$ cat src/rtl/router_lpm_mc.sv
// Multi-channel longest-prefix-match lookup: round-robin arbitration of N_CH requesters
// into a 2-stage pipeline over a runtime-configured register table.
module router_lpm_mc #(
   parameter int unsigned N_CH   = 4,
   parameter int unsigned DEPTH  = 16,
   parameter int unsigned PORT_W = 16,
   parameter int unsigned IP_W   = 32,
   localparam int unsigned CH_W  = (N_CH > 1) ? $clog2(N_CH) : 1,
   localparam int unsigned IDX_W = (DEPTH > 1) ? $clog2(DEPTH) : 1
) (
   input  logic                 clk,
   input  logic                 rst,
   input  logic [N_CH-1:0]      lkp_valid,
   output logic [N_CH-1:0]      lkp_ready,
   input  logic [N_CH*IP_W-1:0] lkp_dst_ip,
   output logic                 resp_valid,
   input  logic                 resp_ready,
   output logic [CH_W-1:0]      resp_ch,
   output logic                 resp_found,
   output logic                 resp_is_default,
   output logic [IDX_W-1:0]     resp_idx,
   output logic [PORT_W-1:0]    resp_out_port,
   output logic [IP_W-1:0]      resp_next_hop_ip,
   input  logic                 cfg_wr,
   input  logic [IDX_W-1:0]     cfg_idx,
   input  logic                 cfg_entry_valid,
   input  logic [IP_W-1:0]      cfg_prefix,
   input  logic [5:0]           cfg_prefix_len,
   input  logic [PORT_W-1:0]    cfg_out_port,
   input  logic [IP_W-1:0]      cfg_next_hop_ip,
   input  logic                 cfg_clear,
   output logic [31:0]          stat_lookups,
   output logic [31:0]          stat_misses
);

   localparam logic [5:0]      LEN_MAX = 6'(IP_W);
   localparam logic [IP_W-1:0] ONES    = '1;

   logic [DEPTH-1:0]  tbl_valid_q;
   logic [IP_W-1:0]   tbl_prefix_q [DEPTH];
   logic [5:0]        tbl_len_q    [DEPTH];
   logic [PORT_W-1:0] tbl_port_q   [DEPTH];
   logic [IP_W-1:0]   tbl_nh_q     [DEPTH];
   logic [5:0]        cfg_len_clamped;

   logic              stall, accept, grant_vld;
   logic [CH_W-1:0]   grant, rr_q, rr_d;

   logic              s1_valid_q, s1_valid_d;
   logic [CH_W-1:0]   s1_ch_q, s1_ch_d;
   logic [IP_W-1:0]   s1_ip_q, s1_ip_d;

   logic              hit;
   logic [5:0]        best_len;
   logic [IDX_W-1:0]  best_idx;

   logic              resp_valid_q, resp_valid_d;
   logic [CH_W-1:0]   resp_ch_q, resp_ch_d;
   logic              resp_found_q, resp_found_d;
   logic              resp_dflt_q, resp_dflt_d;
   logic [IDX_W-1:0]  resp_idx_q, resp_idx_d;
   logic [PORT_W-1:0] resp_port_q, resp_port_d;
   logic [IP_W-1:0]   resp_nh_q, resp_nh_d;
   logic [31:0]       stat_lookups_q, stat_misses_q;

   // ---------------- routing table ----------------
   always_comb cfg_len_clamped = (cfg_prefix_len > LEN_MAX) ? LEN_MAX : cfg_prefix_len;

   // Clear dominates a same-cycle write.
   always_ff @(posedge clk) begin
      if (rst || cfg_clear) tbl_valid_q <= '0;
      else if (cfg_wr)      tbl_valid_q[cfg_idx] <= cfg_entry_valid;
   end

   always_ff @(posedge clk) begin
      if (cfg_wr && !cfg_clear) begin
         tbl_prefix_q[cfg_idx] <= cfg_prefix;
         tbl_len_q[cfg_idx]    <= cfg_len_clamped;
         tbl_port_q[cfg_idx]   <= cfg_out_port;
         tbl_nh_q[cfg_idx]     <= cfg_next_hop_ip;
      end
   end

   // ---------------- stage 0: round-robin arbitration ----------------
   assign stall  = resp_valid_q & ~resp_ready;
   assign accept = grant_vld & ~stall;

   always_comb begin
      int unsigned c;
      c         = 0;
      grant     = '0;
      grant_vld = 1'b0;
      for (int unsigned k = 0; k < N_CH; k++) begin
         c = 32'(rr_q) + k;
         if (c >= N_CH) c = c - N_CH;
         if (!grant_vld && lkp_valid[CH_W'(c)]) begin
            grant_vld = 1'b1;
            grant     = CH_W'(c);
         end
      end
   end

   always_comb begin
      lkp_ready = '0;
      if (accept) lkp_ready[grant] = 1'b1;
   end

   always_comb begin
      rr_d = rr_q;
      if (accept) rr_d = (32'(grant) == N_CH - 1) ? '0 : grant + 1'b1;
   end

   // ---------------- stage 1: prefix compare, longest wins, lowest index on ties ----------------
   always_comb begin
      logic [IP_W-1:0] mask;
      mask     = '0;
      hit      = 1'b0;
      best_len = '0;
      best_idx = '0;
      for (int unsigned i = 0; i < DEPTH; i++) begin
         mask = ~(ONES >> tbl_len_q[IDX_W'(i)]);
         if (tbl_valid_q[IDX_W'(i)] &&
             (((s1_ip_q ^ tbl_prefix_q[IDX_W'(i)]) & mask) == '0) &&
             (!hit || tbl_len_q[IDX_W'(i)] > best_len)) begin
            hit      = 1'b1;
            best_len = tbl_len_q[IDX_W'(i)];
            best_idx = IDX_W'(i);
         end
      end
   end

   // A stalled S1 entry is recompared every cycle, so table writes during a stall reach it.
   always_comb begin
      s1_valid_d   = s1_valid_q;
      s1_ch_d      = s1_ch_q;
      s1_ip_d      = s1_ip_q;
      resp_valid_d = resp_valid_q;
      resp_ch_d    = resp_ch_q;
      resp_found_d = resp_found_q;
      resp_dflt_d  = resp_dflt_q;
      resp_idx_d   = resp_idx_q;
      resp_port_d  = resp_port_q;
      resp_nh_d    = resp_nh_q;
      if (!stall) begin
         s1_valid_d   = accept;
         s1_ch_d      = grant;
         s1_ip_d      = lkp_dst_ip[grant * IP_W +: IP_W];
         resp_valid_d = s1_valid_q;
         resp_ch_d    = s1_ch_q;
         resp_found_d = hit;
         resp_dflt_d  = hit && (best_len == '0);
         resp_idx_d   = best_idx;
         resp_port_d  = hit ? tbl_port_q[best_idx] : '0;
         resp_nh_d    = hit ? tbl_nh_q[best_idx] : '0;
      end
   end

   // ---------------- pipeline registers and statistics ----------------
   always_ff @(posedge clk) begin
      if (rst) begin
         rr_q           <= '0;
         s1_valid_q     <= 1'b0;
         s1_ch_q        <= '0;
         s1_ip_q        <= '0;
         resp_valid_q   <= 1'b0;
         resp_ch_q      <= '0;
         resp_found_q   <= 1'b0;
         resp_dflt_q    <= 1'b0;
         resp_idx_q     <= '0;
         resp_port_q    <= '0;
         resp_nh_q      <= '0;
         stat_lookups_q <= '0;
         stat_misses_q  <= '0;
      end else begin
         rr_q         <= rr_d;
         s1_valid_q   <= s1_valid_d;
         s1_ch_q      <= s1_ch_d;
         s1_ip_q      <= s1_ip_d;
         resp_valid_q <= resp_valid_d;
         resp_ch_q    <= resp_ch_d;
         resp_found_q <= resp_found_d;
         resp_dflt_q  <= resp_dflt_d;
         resp_idx_q   <= resp_idx_d;
         resp_port_q  <= resp_port_d;
         resp_nh_q    <= resp_nh_d;
         if (resp_valid_q && resp_ready) begin
            stat_lookups_q <= stat_lookups_q + 32'd1;
            if (!resp_found_q) stat_misses_q <= stat_misses_q + 32'd1;
         end
      end
   end

   assign resp_valid       = resp_valid_q;
   assign resp_ch          = resp_ch_q;
   assign resp_found       = resp_found_q;
   assign resp_is_default  = resp_dflt_q;
   assign resp_idx         = resp_idx_q;
   assign resp_out_port    = resp_port_q;
   assign resp_next_hop_ip = resp_nh_q;
   assign stat_lookups     = stat_lookups_q;
   assign stat_misses      = stat_misses_q;

endmodule

$ cat config.mk
export PLATFORM = sky130hd
export DESIGN_NAME = router_lpm_mc
export DESIGN_NICKNAME = d
export VERILOG_FILES = /design/src/rtl/router_lpm_mc.sv
export SDC_FILE = /design/constraint.sdc
export NUM_CORES = 2
export LEC_CHECK = 0
export ABC_AREA = 1
export CAP_MARGIN = 5
export CORE_AREA = 2 2 459 461
export CTS_CLUSTER_DIAMETER = 120
export DETAILED_ROUTE_END_ITERATION = 8
export DIE_AREA = 0 0 461 463
export PLACE_DENSITY = 0.6
export REMOVE_ABC_BUFFERS = 1
export SKIP_LAST_GASP = 1
export SLEW_MARGIN = 0
export SYNTH_ARGS = -nofsm -noshare
export SYNTH_HDL_FRONTEND = slang
export SYNTH_SLANG_ARGS = --single-unit
$ cat constraint.sdc
create_clock -name clk -period 24.8 [get_ports clk]
set_clock_uncertainty 0.2 [all_clocks]
set_input_delay 4.96 -clock clk [delete_from_list [all_inputs] [get_ports clk]]
set_output_delay 4.96 -clock clk [all_outputs]
set_load 0.01 [all_outputs]
After elaboration in Yosys (flattened, before gate mapping):

Memory sizes are Yosys's and may differ from the RTL's.
Index checks and enable logic that the tools add are counted.

* word-level logic and storage cells: 298
* memories: 4
* output and inout port bits: 125
* RAM bits: 1376
* flip-flop bits (word level): 174

Memory list
* tbl_nh_q: depth 16, width 32, read ports 1, clocked after memory_dff 0, write ports 1, RTL line 43 `logic [IP_W-1:0] tbl_nh_q [DEPTH];`
* tbl_prefix_q: depth 16, width 32, read ports 16, clocked after memory_dff 0, write ports 1, RTL line 40 `logic [IP_W-1:0] tbl_prefix_q [DEPTH];`
* tbl_port_q: depth 16, width 16, read ports 1, clocked after memory_dff 0, write ports 1, RTL line 42 `logic [PORT_W-1:0] tbl_port_q [DEPTH];`
* tbl_len_q: depth 16, width 6, read ports 16, clocked after memory_dff 0, write ports 1, RTL line 41 `logic [5:0] tbl_len_q [DEPTH];`

* equality and inequality tests: 1
* $lt $le $gt $ge: 28
* mux-type cells: 79
* bitwise operators: 53
* shift operators: 17
* reduce and logical (&&, ||, !) cells: 92
* add/sub/neg operators: 10

Operators by type and width (count)
* 32-bit AND: 16
* 32-bit logical NOT: 16
* 32-bit NOT: 16
* 32-bit by 6-bit >> shifter with 32-bit output, first input constant: 16
* 32-bit XOR: 16
* 128-bit by 8-bit indexed part select with 32-bit output: 1
* 6-bit 2-to-1 mux: 17
* 6-bit greater-than comparator: 15
* 32-bit by 1-bit adder with 32-bit output, second input constant: 2
* 4-bit 2-to-1 mux: 15
* 1-bit logical AND: 39
* 32-bit 2-to-1 mux: 1
* 1-bit 2-to-1 mux: 29
* 1-bit logical NOT: 19
* 2-bit 2-to-1 mux: 9
* 16-bit bitwise mux: 1
* 1-bit logical OR: 16
* 16-bit 2-to-1 mux: 1
* 2-bit by 3-bit < comparator with 1-bit output, second input constant: 5
* 3-bit greater-or-equal comparator, second input constant: 3
* 1-bit binary-select mux with 2-bit select: 4
* 2-bit by 1-bit subtractor with 2-bit output, second input constant: 4
* 2-bit by 2-bit adder with 3-bit output, second input constant: 2
* 6-bit greater-than comparator, second input constant: 1
* 13 further kinds: 16

Logic depth before layout (Yosys ltp):

An unclocked memory read counts as a cell.

* depth in word-level cells: 69
* depth in mapped cells: 197
* gate-level depth less buffers: 186

Worst setup path after synthesis:

Ideal clock, no wire load.

* kind: register to register
* start point: memory tbl_len_q[0][5]
* end point: register resp_nh_q[11], in the netlist resp_next_hop_ip[11]
* buffers on the path: 14
* slack: 3.419 ns
* cell stages (with the launch flop): 185
* clock period less this slack: 21.381 ns
* data required time: 24.468 ns
* arrival: 21.049 ns
* path through: edfxtp_1 -> nor2_2 -> buf_4 -> nand2_2 -> o21ai_1 -> nand2_1 -> nor2_1 -> nand2_1 -> nor2_4 -> nand3_2 -> nor2_1 -> inv_1 -> ha_1 -> nand2_1 -> nor2_1 -> o21ai_0 -> o211ai_1 -> nand2_1 -> [... 149 more ...] -> inv_1 -> o21bai_1 -> a21oi_1 -> nor3b_1 -> o32ai_1 -> nand2_1 -> nand2_1 -> nand2_1 -> inv_1 -> nand3_1 -> nor2_2 -> inv_2 -> buf_2 -> buf_2 -> nand3_1 -> nand3_1 -> nand3_1 -> a21oi_1

RTL lines
* start, declared: RTL line 41
* end signal, assigned: RTL line 185 `resp_nh_q <= resp_nh_d;`
* end, declared: RTL line 63 `logic [IP_W-1:0] resp_nh_q, resp_nh_d;`

==> impl_metrics.toml <==
[critical_path]
path_common_cell = "nand2_1"
start_kind = "flip-flop"
critical_path_class = "reg -> reg"
rrSetupSlack_ns = 1.76
critPathMaxStageDelay_ns = 0.50
critPathMaxFanout = 21
r2r_start = "tbl_len_q[0][5]"
r2r_cells = 180
arrival_ns = 23.49
cp_slowest_cell = "edfxtp_1"
end_kind = "flip-flop"
rr_endpoint = "resp_next_hop_ip[16]"
required_ns = 25.25

[sta]
slew_violations = 0
setup_tns_ns = 0
tightest_slew_ns = 1.22
hold_violations = 0
timing.final.crit_share_pct = 92.9
period_minus_slack_ns = 23.04
fmax_ghz = 0.0434
finalSetupViolCount = 0
slew_headroom_pct = 17.7

[synthesis]
synth_area_leaders = "edfxtp_1, nand3_1, nand2_1"
yosys.area.top_type_share_pct = 56.9
synth_largest_area_cell = "edfxtp_1"
ys_top_cells_by_count = "edfxtp_1, nand3_1, nand2_1"
syn_area_mm2 = 0.0726
synth_edf_count = 1376
synth.most_common_cell = "edfxtp_1"
yosysUniqueCellTypes = 70
syn_avg_cell_area_um2 = 10.5
ys_seq_area_share_pct = 61.7
yosys_warnings = 0
synthCells = 6932
synth-async-reset-ratio_pct = 0
ys_ff_latch = 1550
synth_top_flop_cell = "edfxtp_1"

[power]
power_w = 0.00701
ir_worst_vdd_uv = 78.9
total_leakage_power_nw = 30.9
powerDensity_mw_per_mm2 = 82.0

[floorplan]
die_area_mm2 = 0.213
io_pins = 353
die_w_um = 461
die-height_um = 463
rows = 168
core_mm2 = 0.209
initial_utilization_pct = 34.8

[min_path]
hold_class = "reg -> reg"
worstHoldPathCells = 2
holdPathEnd = "resp_valid"
worstHoldStart = "s1_valid_q"

[layout]
fin_area_mm2 = 0.0855
layout.nets = 7614
fill_cells = 20100
post-route-util_pct = 41.0
final_layout_size_suffix_gt1_share_pct = 9.40
area_delta_synth_final_pct = 17.6

[clock_network]
cts_root_buffer = "clkbuf_16"
ctsHoldBuffers = 0
cts_buffers = 164
insertion_delay_ns = 0.83
cts.path.max_buffers = 3
clock-sinks = 1550
path_clk_slew_ns = 0.06
cts_max_level = 4
cts_tree = "built"

[routing]
drt-pass1-iter-count = 7
drc = 0
drtIter0Drc = 7540
via_per_inst = 5.55
vias = 56900
ant_nets = 0
wl_um = 271000
wire_per_inst_um = 26.5

[global_routing]
grt_overflow_total = 0
grt_pass1_wl_um = 377000
grt_max_degree = 165
grt.total_usage_pct = 24.1
antenna_found_initial = 44
grt_pass1_vias = 53100

[status]
status = "complete, no violations"

[placed_design]
post_dp_cell_area_mm2 = 0.0791
routabilityCongestion = 0.986
portBuffers = 352
dp_hpwl_um = 156000

[run]
drv_cap = 0
-- metrics by stage --
stage	std cells	hold slack, ns	setup WS [ns]
2_1_floorplan	6575	0.231	-7.40
3_3_place_gp	9894	0.251	0.319
3_5_place_dp	9894	0.258	0.0702
4_1_cts	10200	0.271	0.00601
5_1_grt	10200	0.286	-0.0634
6_report	10300	0.266	1.76
-- metal layers --
| metal | wire length (um) | vias up | part of all wire (%) | global-route usage [%] |
|---|---|---|---|---|
| met5 | 238 | - | 0.088 | 0 |
| met4 | 13200 | 36 | 4.9 | 10.5 |
| met3 | 28200 | 658 | 10 | 5.14 |
| met2 | 122000 | 3315 | 45 | 37.7 |
| met1 | 107000 | 27700 | 40 | 32.1 |
| li1 | - | 25200 | - | - |
-- final cells by class --
cell class                 instances  area (um^2)  area share (%)
sequential                      1550        44800            52.4
multi-input combinational       4588        24700            28.9
timing repair buffer             553         5220            6.11
clock buffer                     227         4600            5.38
tap                             2805         3510            4.11
inverter                         440         1720            2.01
clock inverter                    77          850           0.994
timing repair inverter             3         33.8          0.0395
antenna                            9         22.5          0.0264
-- kinds of logic after synthesis --
logic type | after synthesis | synth area share (%)
compound gates | 903 | 7.20
xor+xnor | 442 | 5.33
fa+ha+maj | 86 | 1.48
buf+inv | 797 | 4.86
flops | 1550 | 61.7
mux | 4 | 0.0551
simple gates | 3150 | 19.4
-- worst max-delay path: cells and delay by family (launching register included) --
family / cells / cell delay, ns
DFF: 1 / 0.50
buffers and inverters: 23 / 2.64
AOI/OAI and AO/OA: 45 / 5.32
adders and majority gates: 15 / 4.32
and+or+nand+nor: 97 / 9.80
-- placed cells by master (no fill, tap or decap), types with 19 or more instances in the layout --
| cell type | n |
|---|---|
| edfxtp_1 | 1376 |
| nand3_1 | 1238 |
| nand2_1 | 1214 |
| nor2_1 | 420 |
| inv_1 | 400 |
| o21ai_0 | 363 |
| clkdlybuf4s50_1 | 317 |
| xor2_1 | 297 |
| a21oi_1 | 249 |
| clkbuf_16 | 175 |
| buf_4 | 172 |
| dfxtp_1 | 168 |
| xnor2_1 | 145 |
| ha_1 | 86 |
| nand4_1 | 62 |
| o211ai_1 | 59 |
| or2_2 | 50 |
| o21ai_1 | 45 |
| clkbuf_1 | 42 |
| o221ai_1 | 39 |
| buf_2 | 34 |
| inv_2 | 29 |
| nor3_1 | 27 |
| clkinv_2 | 26 |
| nand2_2 | 25 |
| clkinv_1 | 20 |
| nor2_2 | 19 |
-- registers in the layout (all words and copies together), names as in the netlist, 32 cells and up --
register          flops
tbl_prefix_q        512
tbl_port_q          256
resp_next_hop_ip     32
tbl_nh_q            512
stat_misses          32
stat_lookups         32
tbl_len_q            96
s1_ip_q              32
-- power by group --
group / switching [W] / leakage (nW) / internal (W) / total (W)
clock: 0.00109 / 2.65 / 0.00142 / 0.00252
sequential: 0.0000414 / 13.7 / 0.00290 / 0.00294
combinational: 0.00107 / 14.6 / 0.000476 / 0.00155
-- worst max path at each step --
stage | endpoint | depth (start not counted) | startpoint | slack [ns]
after global placement | resp_next_hop_ip[8] | 178 | tbl_len_q[0][5] | 0.32
after floorplan | resp_next_hop_ip[16] | 173 | s1_ip_q[14] | -7.40
after global routing | resp_next_hop_ip[16] | 178 | tbl_len_q[0][3] | -0.06
after CTS | resp_next_hop_ip[25] | 175 | tbl_len_q[0][5] | 0.006
final | resp_next_hop_ip[16] | 180 | tbl_len_q[0][5] | 1.76
after detailed placement | resp_next_hop_ip[30] | 175 | tbl_len_q[0][5] | 0.07
-- what timing repair did --
| item | 4_1_cts | 5_1_grt |
|---|---|---|
| setup endpoints to repair | 0 | 53 |
| gates resized for setup | 0 | 114 |
| setup buffers | 0 | 30 |
Power figures use the tool's default switching activity.
